## config.mk

```make
export PLATFORM = sky130hd
export DESIGN_NAME = me_ref_reader
export DESIGN_NICKNAME = d
export VERILOG_FILES = /design/src/rtl/me_ref_reader.sv
export SDC_FILE = /design/constraint.sdc
export NUM_CORES = 1
export LEC_CHECK = 0
export CORE_MARGIN = 2
export CORE_UTILIZATION = 25
export CTS_BUF_LIST = sky130_fd_sc_hd__clkbuf_4 sky130_fd_sc_hd__clkbuf_8
export DETAILED_ROUTE_END_ITERATION = 10
export PLACE_DENSITY = 0.53
export SYNTH_ARGS = -nofsm -noshare
export SYNTH_HDL_FRONTEND = slang
export SYNTH_SLANG_ARGS = --single-unit
```

## constraint.sdc

```tcl
create_clock -name clk -period 17.45 [get_ports clk]
set_input_delay 3.49 -clock clk [delete_from_list [all_inputs] [get_ports clk]]
set_output_delay 3.49 -clock clk [all_outputs]
set_load 0.01 [all_outputs]
```

## src/rtl/me_ref_reader.sv

```systemverilog
// me_ref_reader
// Fetches a 16x16 candidate block from the 32x32 reference window memory
// (128 x 64-bit words, 4 words per row, pixel 0 in byte [7:0]). Each source
// row is read as 2 or 3 words, realigned to the candidate column and handed
// to the SAD datapath over a valid/ready handshake.
// Build option: define ME_REF_PREFETCH_EN to add a second row buffer so that
// reads for the next row overlap the hand-off of the current one. Without
// it, each row is fully read, assembled and accepted before the next starts.
module me_ref_reader (
  input  logic         clk,
  input  logic         reset,
  input  logic         go,
  input  logic [4:0]   mv_x,
  input  logic [4:0]   mv_y,
  output logic [6:0]   address_read_ref,
  output logic         read_enable_ref,
  input  logic [63:0]  data_read_ref,
  output logic [127:0] row_data,
  output logic [3:0]   row_index,
  output logic         row_last,
  output logic         row_valid,
  input  logic         row_ready,
  output logic         busy,
  output logic         done,
  output logic         err
);

  localparam int BLK    = 16;
  localparam int WIN    = 32;
  localparam int MV_MAX = WIN - BLK;

  localparam logic [3:0] LAST_ROW = 4'(BLK - 1);
  localparam logic [4:0] MV_LIMIT = 5'(MV_MAX);

  // Concatenate the fetched words and drop the sub-word pixel offset.
  function automatic logic [127:0] realign(input logic [63:0] w0,
                                           input logic [63:0] w1,
                                           input logic [63:0] w2,
                                           input logic [2:0]  frac);
    logic [191:0] cat;
    cat = {w2, w1, w0} >> {frac, 3'b000};
    return cat[127:0];
  endfunction

  // An 8-pixel-aligned row spans exactly two words, otherwise three.
  function automatic logic [1:0] word_count(input logic [2:0] frac);
    return (frac == 3'd0) ? 2'd2 : 2'd3;
  endfunction

  // First word address of block row 'row'; mv_y+row never exceeds 31.
  function automatic logic [6:0] row_addr(input logic [4:0] y,
                                          input logic [3:0] row,
                                          input logic [4:0] x);
    logic [4:0] src;
    src = y + {1'b0, row};
    return {src, x[4:3]};
  endfunction

  function automatic logic mv_bad(input logic [4:0] x, input logic [4:0] y);
    return (x > MV_LIMIT) || (y > MV_LIMIT);
  endfunction

  logic [4:0]   mv_x_r;
  logic [4:0]   mv_y_r;
  logic [1:0]   iss_idx_r;     // word index of the read issued this cycle
  logic         rd_pend_r;     // a read was issued last cycle, data is on the bus
  logic [1:0]   rd_idx_r;      // word index of that returning data
  logic [63:0]  word0_r;
  logic [63:0]  word1_r;
  logic [63:0]  word2_r;
  logic [63:0]  w0_s;
  logic [63:0]  w1_s;
  logic [63:0]  w2_s;
  logic [1:0]   n_s;
  logic         last_issue_s;
  logic [127:0] row_s;

  // Row assembly: the final word is taken straight from the read bus.
  always_comb begin
    n_s          = word_count(mv_x_r[2:0]);
    last_issue_s = read_enable_ref && (iss_idx_r == (n_s - 2'd1));
    w0_s         = (rd_pend_r && (rd_idx_r == 2'd0)) ? data_read_ref : word0_r;
    w1_s         = (rd_pend_r && (rd_idx_r == 2'd1)) ? data_read_ref : word1_r;
    w2_s         = (rd_pend_r && (rd_idx_r == 2'd2)) ? data_read_ref : word2_r;
    row_s        = realign(w0_s, w1_s, w2_s, mv_x_r[2:0]);
  end

  // Capture each returned word into its slot of the assembly buffer.
  always_ff @(posedge clk or posedge reset) begin
    if (reset) begin
      rd_pend_r <= 1'b0;
      rd_idx_r  <= 2'd0;
      word0_r   <= 64'd0;
      word1_r   <= 64'd0;
      word2_r   <= 64'd0;
    end else begin
      rd_pend_r <= read_enable_ref;
      rd_idx_r  <= iss_idx_r;
      if (rd_pend_r) begin
        case (rd_idx_r)
          2'd0:    word0_r <= data_read_ref;
          2'd1:    word1_r <= data_read_ref;
          2'd2:    word2_r <= data_read_ref;
          default: word2_r <= word2_r;
        endcase
      end
    end
  end

`ifndef ME_REF_PREFETCH_EN

  localparam logic [2:0] S_IDLE = 3'd0;
  localparam logic [2:0] S_READ = 3'd1;
  localparam logic [2:0] S_WAIT = 3'd2;
  localparam logic [2:0] S_OUT  = 3'd3;
  localparam logic [2:0] S_DONE = 3'd4;

  logic [2:0] state_r;
  logic [3:0] row_r;

  // Serialized request sequencer: read a row, assemble it, hand it off.
  always_ff @(posedge clk or posedge reset) begin
    if (reset) begin
      state_r          <= S_IDLE;
      row_r            <= 4'd0;
      mv_x_r           <= 5'd0;
      mv_y_r           <= 5'd0;
      iss_idx_r        <= 2'd0;
      address_read_ref <= 7'd0;
      read_enable_ref  <= 1'b0;
      row_data         <= 128'd0;
      row_index        <= 4'd0;
      row_last         <= 1'b0;
      row_valid        <= 1'b0;
      busy             <= 1'b0;
      done             <= 1'b0;
      err              <= 1'b0;
    end else begin
      case (state_r)
        S_IDLE: begin
          if (go) begin
            busy <= 1'b1;
            if (mv_bad(mv_x, mv_y)) begin
              done    <= 1'b1;
              err     <= 1'b1;
              state_r <= S_DONE;
            end else begin
              mv_x_r           <= mv_x;
              mv_y_r           <= mv_y;
              row_r            <= 4'd0;
              iss_idx_r        <= 2'd0;
              address_read_ref <= row_addr(mv_y, 4'd0, mv_x);
              read_enable_ref  <= 1'b1;
              state_r          <= S_READ;
            end
          end
        end
        S_READ: begin
          if (last_issue_s) begin
            read_enable_ref <= 1'b0;
            state_r         <= S_WAIT;
          end else begin
            iss_idx_r        <= iss_idx_r + 2'd1;
            address_read_ref <= address_read_ref + 7'd1;
          end
        end
        S_WAIT: begin
          row_data  <= row_s;
          row_index <= row_r;
          row_last  <= (row_r == LAST_ROW);
          row_valid <= 1'b1;
          state_r   <= S_OUT;
        end
        S_OUT: begin
          if (row_ready) begin
            row_valid <= 1'b0;
            row_last  <= 1'b0;
            if (row_r == LAST_ROW) begin
              done    <= 1'b1;
              state_r <= S_DONE;
            end else begin
              row_r            <= row_r + 4'd1;
              iss_idx_r        <= 2'd0;
              address_read_ref <= row_addr(mv_y_r, row_r + 4'd1, mv_x_r);
              read_enable_ref  <= 1'b1;
              state_r          <= S_READ;
            end
          end
        end
        S_DONE: begin
          done    <= 1'b0;
          err     <= 1'b0;
          busy    <= 1'b0;
          state_r <= S_IDLE;
        end
        default: begin
          read_enable_ref <= 1'b0;
          row_valid       <= 1'b0;
          row_last        <= 1'b0;
          busy            <= 1'b0;
          done            <= 1'b0;
          err             <= 1'b0;
          state_r         <= S_IDLE;
        end
      endcase
    end
  end

`else

  logic         req_r;          // valid request in progress
  logic [4:0]   rd_row_r;       // next row to read; 16 once all are issued
  logic [1:0]   alloc_r;        // rows started but not yet accepted (max 2)
  logic [3:0]   asm_row_r;      // index of the next row to be assembled
  logic         rd_last_r;      // returning word closes its row
  logic [127:0] spare_data_r;
  logic [3:0]   spare_idx_r;
  logic         spare_valid_r;
  logic         accept_s;
  logic         new_row_s;
  logic         start_s;
  logic [1:0]   alloc_s;

  // Row start is allowed only while a buffer slot is guaranteed for it.
  always_comb begin
    accept_s  = row_valid && row_ready;
    new_row_s = rd_pend_r && rd_last_r;
    alloc_s   = alloc_r - {1'b0, accept_s};
    start_s   = req_r && (rd_row_r != 5'd16) &&
                (!read_enable_ref || last_issue_s) && (alloc_s != 2'd2);
  end

  // Tag each returning word with whether it closes its row.
  always_ff @(posedge clk or posedge reset) begin
    if (reset) begin
      rd_last_r <= 1'b0;
    end else begin
      rd_last_r <= last_issue_s;
    end
  end

  // Overlapped reader plus two-deep row buffer (output register + spare).
  always_ff @(posedge clk or posedge reset) begin
    if (reset) begin
      req_r            <= 1'b0;
      rd_row_r         <= 5'd0;
      alloc_r          <= 2'd0;
      asm_row_r        <= 4'd0;
      mv_x_r           <= 5'd0;
      mv_y_r           <= 5'd0;
      iss_idx_r        <= 2'd0;
      spare_data_r     <= 128'd0;
      spare_idx_r      <= 4'd0;
      spare_valid_r    <= 1'b0;
      address_read_ref <= 7'd0;
      read_enable_ref  <= 1'b0;
      row_data         <= 128'd0;
      row_index        <= 4'd0;
      row_last         <= 1'b0;
      row_valid        <= 1'b0;
      busy             <= 1'b0;
      done             <= 1'b0;
      err              <= 1'b0;
    end else begin
      done <= 1'b0;
      err  <= 1'b0;
      if (done) begin
        busy <= 1'b0;
      end
      if (!busy && go) begin
        busy <= 1'b1;
        if (mv_bad(mv_x, mv_y)) begin
          done <= 1'b1;
          err  <= 1'b1;
        end else begin
          req_r     <= 1'b1;
          mv_x_r    <= mv_x;
          mv_y_r    <= mv_y;
          rd_row_r  <= 5'd0;
          asm_row_r <= 4'd0;
        end
      end

      if (start_s) begin
        address_read_ref <= row_addr(mv_y_r, rd_row_r[3:0], mv_x_r);
        read_enable_ref  <= 1'b1;
        iss_idx_r        <= 2'd0;
        rd_row_r         <= rd_row_r + 5'd1;
      end else if (last_issue_s) begin
        read_enable_ref <= 1'b0;
      end else if (read_enable_ref) begin
        iss_idx_r        <= iss_idx_r + 2'd1;
        address_read_ref <= address_read_ref + 7'd1;
      end
      alloc_r <= alloc_s + {1'b0, start_s};

      if (new_row_s) begin
        asm_row_r <= asm_row_r + 4'd1;
      end

      if (accept_s) begin
        if (spare_valid_r) begin
          row_data      <= spare_data_r;
          row_index     <= spare_idx_r;
          row_last      <= (spare_idx_r == LAST_ROW);
          spare_valid_r <= new_row_s;
          if (new_row_s) begin
            spare_data_r <= row_s;
            spare_idx_r  <= asm_row_r;
          end
        end else if (new_row_s) begin
          row_data  <= row_s;
          row_index <= asm_row_r;
          row_last  <= (asm_row_r == LAST_ROW);
        end else begin
          row_valid <= 1'b0;
          row_last  <= 1'b0;
        end
        if (row_last) begin
          req_r <= 1'b0;
          done  <= 1'b1;
        end
      end else if (new_row_s) begin
        if (row_valid) begin
          spare_data_r  <= row_s;
          spare_idx_r   <= asm_row_r;
          spare_valid_r <= 1'b1;
        end else begin
          row_data  <= row_s;
          row_index <= asm_row_r;
          row_last  <= (asm_row_r == LAST_ROW);
          row_valid <= 1'b1;
        end
      end
    end
  end

`endif

endmodule

```

==> metrics.txt, run 1 <==
Overflow after GRT=0; share of cells above drive strength 1=15.13%; worst skew pair latency=670 ps; DRC viols=0; yosys warns=0; count of final hold-check violations=0; area growth from synthesis to layout=22.24%; buffers added on ports=222; endpoint type of the worst setup path=asynchronous set/reset pin; clk_skew=45.96 ps; critical-path cell list=clkdlybuf4s50_1 > inv_8 > buf_4 > buf_12; Yosys top cell by area=dfrtp_1; area share of the largest cell type after synthesis=43.37%; Final setup viols=0; Inserted Clock Buffers=67; unrepaired setup endpoints after global routing=no; fin crit period=5803 ps; detailed-route via count=17,190; die area=83,300 um2; antenna violations before repair=14; startpoint types=input port; Req. time, crit path=18,050 ps; critical path's largest stage delay=740 ps; most numerous cell in the Yosys netlist=nand2_1; Max Freq=0.1723 GHz; placer congestion estimate=0.8489; vias in the first global route=16,590; Initial Util=25.18%; total wire length=74.73 mm; synthesized area=20,250 um2; CTS Buffer Depth=3; final worst path period share=33.25%; 1st-pass router iterations=5; CTS tree=built; Hold Crit Class=reg2reg; Clk pin slew, worst setup/hold paths=50 ps; CTS resizes=0; first-pass GRT wire length=111.6 mm; nets=2,258; # rows=104; EDFF count, synth=0; Mapped Nets=2,114; status=complete, no violations; ANT nets after route=0; clock sinks=351; worst vdd ir=0.0001216 V; register area share after synthesis=43.37%; Synth top cells by count=429 x nand2_1, 351 x dfrtp_1, 183 x mux2i_1; post-CTS setup buffers=0; Min Hold Slack=469.1 ps; Mapped Cells=2,029; hold path start=iss_idx_r[1]$_DFFE_PP0P_; setup tns final=0 ps; final slew viol count=0; chip width=288.6 um; Fill cells=8,322; Clock Tree Root=clkbuf_8; 1st-iter DRT viols=1,514; PwrDens=218.1 nW/um2; crit path DAT=6400 ps; DP HPWL=51.87 mm; Yosys reg bits=351; routed vias/inst=5.233; Routed wire per std cell=22.75 um; Synth Area per Inst=9.981 um2; total track usage=17.65%; Worst Max-Slew Pin Slew=1175 ps; H-tree depth=3; Leak=10.85 nW; Primary FF master, synth=dfrtp_1; ys async rst share=100.0%; Max Cap Violations=0; Max-slew headroom=21.65%; Worst path slowest cell=buf_12; core area=80,420 um2; # placed instances=3,164; largest net degree at the start of global routing=175; fin cells=3,285; Worst R2R Start=state_r[1]$_DFFE_PP0P_; number of I/O pins=223; critical path peak fanout=174; cts hold-fix bufs=0; top cells by area, synth=dfrtp_1 43%, mux2i_1 9.0%, nand2_1 8.0%; unique cell type count in the Yosys netlist=65; crit path from=reset; die height=288.6 um; Crit Path Class=in2async
==> where the power goes <==
part | total (W) | switching [W] | internal, W
logic | 0.00298 | 0.00166 | 0.00132
clock network | 0.000871 | 0.000385 | 0.000486
registers | 0.00155 | 0.000324 | 0.00123
==> metal layers <==
layer / routed length, um / part of all wire [%] / GRT usage, %
met3: 7690 / 10 / 6.090
met1: 35430 / 47 / 26.38
met2: 30100 / 40 / 24.00
met4: 1392 / 1.9 / 4.240
met5: 115 / 0.15 / 0
==> worst max-delay path, delay by kind of cell <==
kind,cells,cell delay (ps)
buf+inv,4,2660
==> final timing paths <==
kind | to | cells past startpoint | slack (ps)
hold / removal | rd_idx_r[1]$_DFF_PP0_ | 0 | 470
hold reg to reg | rd_idx_r[1]$_DFF_PP0_ | 0 | 470
min in group asynchronous | word0_r[31]$_DFFE_PP0P_ | 2 | 3560
setup reg to reg | row_data[18]$_DFFE_PP0P_ | 6 | 13640
max in group clk | mv_y_r[0]$_DFFE_PP0P_ | 6 | 11760
setup / recovery | word2_r[11]$_DFFE_PP0P_ | 4 | 11650
==> state kept, by name (all words and copies together), names as in the netlist <==
| register | cells |
|---|---|
| row_data | 128 |
| word0_r | 64 |
| word1_r | 64 |
| word2_r | 56 |
| address_read_ref | 7 |
| mv_x_r | 5 |
| mv_y_r | 5 |
| row_index | 4 |
| row_r | 4 |
| state_r | 3 |
| iss_idx_r | 2 |
| rd_idx_r | 2 |
| busy | 1 |
| done | 1 |
| err | 1 |
| rd_pend_r | 1 |
| read_enable_ref | 1 |
| row_last | 1 |
| row_valid | 1 |
==> layout by cell type, fill, tap and decap left out, types with 36 or more instances in the layout <==
| cell type | n |
|---|---|
| a211oi_1 | 36 |
| a21oi_1 | 108 |
| clkbuf_8 | 85 |
| clkdlybuf4s50_1 | 222 |
| dfrtp_1 | 349 |
| inv_1 | 65 |
| mux2_2 | 99 |
| mux2i_1 | 183 |
| mux4_2 | 69 |
| nand2_1 | 427 |
| nor2_1 | 84 |
| o211ai_1 | 47 |
| o21ai_0 | 73 |
| o221ai_1 | 46 |
==> final cells by class <==
| cell class | instances | area, um2 | area share (%) |
|---|---|---|---|
| inverters | 67 | 260.3 | 1.051 |
| multi-input cells | 1438 | 10510 | 42.45 |
| flip-flops and latches | 351 | 8791 | 35.51 |
| clock buffers | 106 | 1328 | 5.363 |
| repair buffers | 248 | 2442 | 9.866 |
| clock inverters | 11 | 88.84 | 0.3589 |
| well taps | 1060 | 1326 | 5.358 |
| diodes | 4 | 10.01 | 0.04043 |
==> logic make-up after synthesis <==
kind of cell	after synthesis	share of synthesized area, %
simple gates	592	11.94
compound gates	478	16.54
mux	355	22.52
flops	351	43.37
buf+inv	240	4.893
fa+ha+maj	7	0.4696
xor+xnor	6	0.2595
==> through the flow <==
stage	instance area [um2]	power [W]	utilization [%]	setup slack (ps)
2_1_floorplan	20250	0.003413	-	4225
3_3_place_gp	23330	0.004469	29.01	10890
3_5_place_dp	23330	0.004513	29.01	10860
4_1_cts	24750	0.005414	30.77	11550
5_1_grt	24750	0.005777	30.78	11260
6_report	24760	0.005399	30.78	11650
Note: power is estimated with default switching activity, not from simulation.
==> run 2, diff against run 1 <==
--- a/config.mk
+++ b/config.mk
@@ -9,7 +9,7 @@
 export CORE_UTILIZATION = 25
 export CTS_BUF_LIST = sky130_fd_sc_hd__clkbuf_4 sky130_fd_sc_hd__clkbuf_8
 export DETAILED_ROUTE_END_ITERATION = 10
-export PLACE_DENSITY = 0.53
+export PLACE_DENSITY = 0.54
 export SYNTH_ARGS = -nofsm -noshare
 export SYNTH_HDL_FRONTEND = slang
 export SYNTH_SLANG_ARGS = --single-unit
==> constraint.sdc (replaced) <==
create_clock -name clk -period 4.69 [get_ports clk]
set_input_delay 0.938 -clock clk [delete_from_list [all_inputs] [get_ports clk]]
set_output_delay 0.938 -clock clk [all_outputs]
set_load 0.01 [all_outputs]
==> metrics.txt, run 2 (synthesized netlist as in run 1, its figures left out) <==
crit path DAT=3610 ps (-2790 ps); DP HPWL=53.24 mm (+2.6%); critical path peak fanout=38 (-78%); die area=83,300 um2 (unchanged); total power=0.02021 W (+270%); worst vdd ir=0.0006103 V (+400%); count of final hold-check violations=0 (unchanged); r2r setup slk=1550 ps (-12,090 ps); PwrDens=809.6 nW/um2 (+270%); worst skew pair latency=640 ps (-30 ps); fin crit period=3142 ps; detailed-route via count=17,040 (-0.86%); Req. time, crit path=5160 ps (-12,890 ps); critical-path cell list=nand3b_1 > buf_12 > mux2i_1 > a221oi_1 > o21ai_0 > o211ai_1; final slew viol count=0 (unchanged); critical path's largest stage delay=810 ps (+70 ps); Int Power=0.01136 W (+270%); post-CTS setup buffers=0 (unchanged); total wire length=73.97 mm (-1.0%); CTS resizes=0 (unchanged); ANT nets after route=0 (unchanged); Crit Path Class=reg2reg; Worst path slowest cell=nand3b_1; Initial Util=25.18% (unchanged); 1st-pass router iterations=5 (unchanged); vias in the first global route=16,720 (+0.77%); fin cells=3,300 (+0.46%); # placed instances=3,176 (+0.38%); Hold Crit Class=reg2reg; number of I/O pins=223 (unchanged); Setup WS post-layout=1548 ps (-10,100 ps); clk_skew=23.43 ps (-22.53 ps); Core Util, Final=31.04% (+0.26 points); worst r2r dst=row_data[46]$_DFFE_PP0P_; unrepaired setup endpoints after global routing=no; Clock Tree Root=clkbuf_8; buffers added on ports=222 (unchanged); DRC viols=0 (unchanged); share of cells above drive strength 1=15.62% (+0.49 points); crit path from=rd_idx_r[1]$_DFF_PP0_; Clock power frac=15.9% (-0.2 points); commonest non-fill, non-tap cells in the layout=427 x nand2_1, 349 x dfrtp_1, 222 x clkdlybuf4s50_1; # rows=104 (unchanged); Clk pin slew, worst setup/hold paths=60 ps (about the same); startpoint types=flop; Worst R2R Start=rd_idx_r[1]$_DFF_PP0_; Worst Max-Slew Pin Slew=1032 ps (-142.9 ps); core area=80,420 um2 (unchanged); CTS Buffer Depth=3 (unchanged); Inserted Clock Buffers=68 (+1.5%); crit path capture=row_data[46]$_DFFE_PP0P_; Max Freq=0.3183 GHz; antenna violations before repair=20 (+6); clock sinks=351 (unchanged); combinational share of power=55.6% (+0.4 points); area growth from synthesis to layout=23.28%; chip width=288.6 um (unchanged); Reg power frac=28.5% (-0.2 points); status=complete, no violations; Sw Pwr=0.008853 W (+270%); cts hold-fix bufs=0 (unchanged); Fill cells=8,390 (+0.82%); 1st-iter DRT viols=1,522 (+0.53%); worst reg-to-reg path cell count=6 (unchanged); Leak=10.93 nW (+0.69%); routed vias/inst=5.165 (-1.3%); first-pass GRT wire length=110.8 mm (-0.78%); commonest non-fill, non-tap cell in the layout=nand2_1; CTS tree=built; largest registers=row_data: 128 flops, word0_r: 64 flops, word1_r: 64 flops; final worst path period share=66.98%; H-tree depth=3 (unchanged); Sw Ratio=43.80% (-0.062 points); placer congestion estimate=0.8927 (+5.2%); largest net degree at the start of global routing=146 (-17%); Final setup viols=0 (unchanged); max FFs per register=128 (unchanged); nets=2,271 (+0.58%); total track usage=17.50% (-0.15 points); Most flops, register=row_data; endpoint type of the worst setup path=flop; Overflow after GRT=0 (unchanged); setup tns final=0 ps (unchanged); Max Cap Violations=0 (unchanged); die height=288.6 um (unchanged); Max-slew headroom=30.96% (+9.3 points); DP Worst Slack=933.1 ps (-9929 ps); Routed wire per std cell=22.42 um (-1.5%)
[run 2: changes by cell type in the layout (fill, tap and decap cells not counted), sizes merged]
| cell | change |
|---|---|
| buf | +12 |
| inv | -4 |
| clkinvlp | +4 |
| clkbuf | +3 |
| clkinv | -2 |
| diode | +2 |
[run 2: worst min path at each step]
stage / start / end / slack (ps) / cells past startpoint
after floorplan: iss_idx_r[1]$_DFFE_PP0P_ / rd_idx_r[1]$_DFF_PP0_ / 390 / 0
after global placement: word2_r[55]$_DFFE_PP0P_ / word2_r[55]$_DFFE_PP0P_ / 450 / 2
after detailed placement: word2_r[55]$_DFFE_PP0P_ / word2_r[55]$_DFFE_PP0P_ / 460 / 2
after CTS: word2_r[55]$_DFFE_PP0P_ / word2_r[55]$_DFFE_PP0P_ / 470 / 2
after global routing: word2_r[55]$_DFFE_PP0P_ / word2_r[55]$_DFFE_PP0P_ / 500 / 2
final: iss_idx_r[1]$_DFFE_PP0P_ / rd_idx_r[1]$_DFF_PP0_ / 470 / 0
[run 2: power by group through the flow]
stage | Sequential [W] | Combinational, W | Clock, W
2_1_floorplan | 0.00560 | 0.00710 | 0
3_3_place_gp | 0.00573 | 0.0110 | 0
3_5_place_dp | 0.00581 | 0.0111 | 0
4_1_cts | 0.00577 | 0.0112 | 0.00330
5_1_grt | 0.00595 | 0.0122 | 0.00344
6_report | 0.00576 | 0.0112 | 0.00321
[run 2: cell type report]
| cell class | instances | area, um2 | share of cell area [%] |
|---|---|---|---|
| Antenna cell | 6 | 15.01 | 0.06014 |
| Clock buffer | 109 | 1344 | 5.383 |
| Clock inverter | 9 | 66.31 | 0.2656 |
| Inverter | 67 | 256.5 | 1.027 |
| Multi-Input combinational cell | 1438 | 10510 | 42.09 |
| Sequential cell | 351 | 8791 | 35.21 |
| Tap cell | 1060 | 1326 | 5.312 |
| Timing Repair Buffer | 260 | 2658 | 10.65 |
[run 2: worst max-delay path, delay by kind of cell, from the launching register on]
kind	cells	cell delay, ps
compound gates	3	930
buf+inv	1	470
flops	1	450
mux	1	280
simple gates	1	810
[run 2: layer usage]
layer | up-vias | global-route usage (%) | part of all wire (%)
li1 | 7729 | - | -
met1 | 8513 | 25.73 | 47
met2 | 671 | 23.91 | 41
met3 | 105 | 6.556 | 11
met4 | 26 | 4.227 | 1.7
met5 | - | 0 | 0.22
[run 2: stage by stage]
step	hold slack [ps]	cell area, um2
floorplan	387.8	20250
global placement	454.3	23540
detailed placement	458.2	23540
CTS	472.7	24950
global route	500.6	24960
finish	468.3	24970
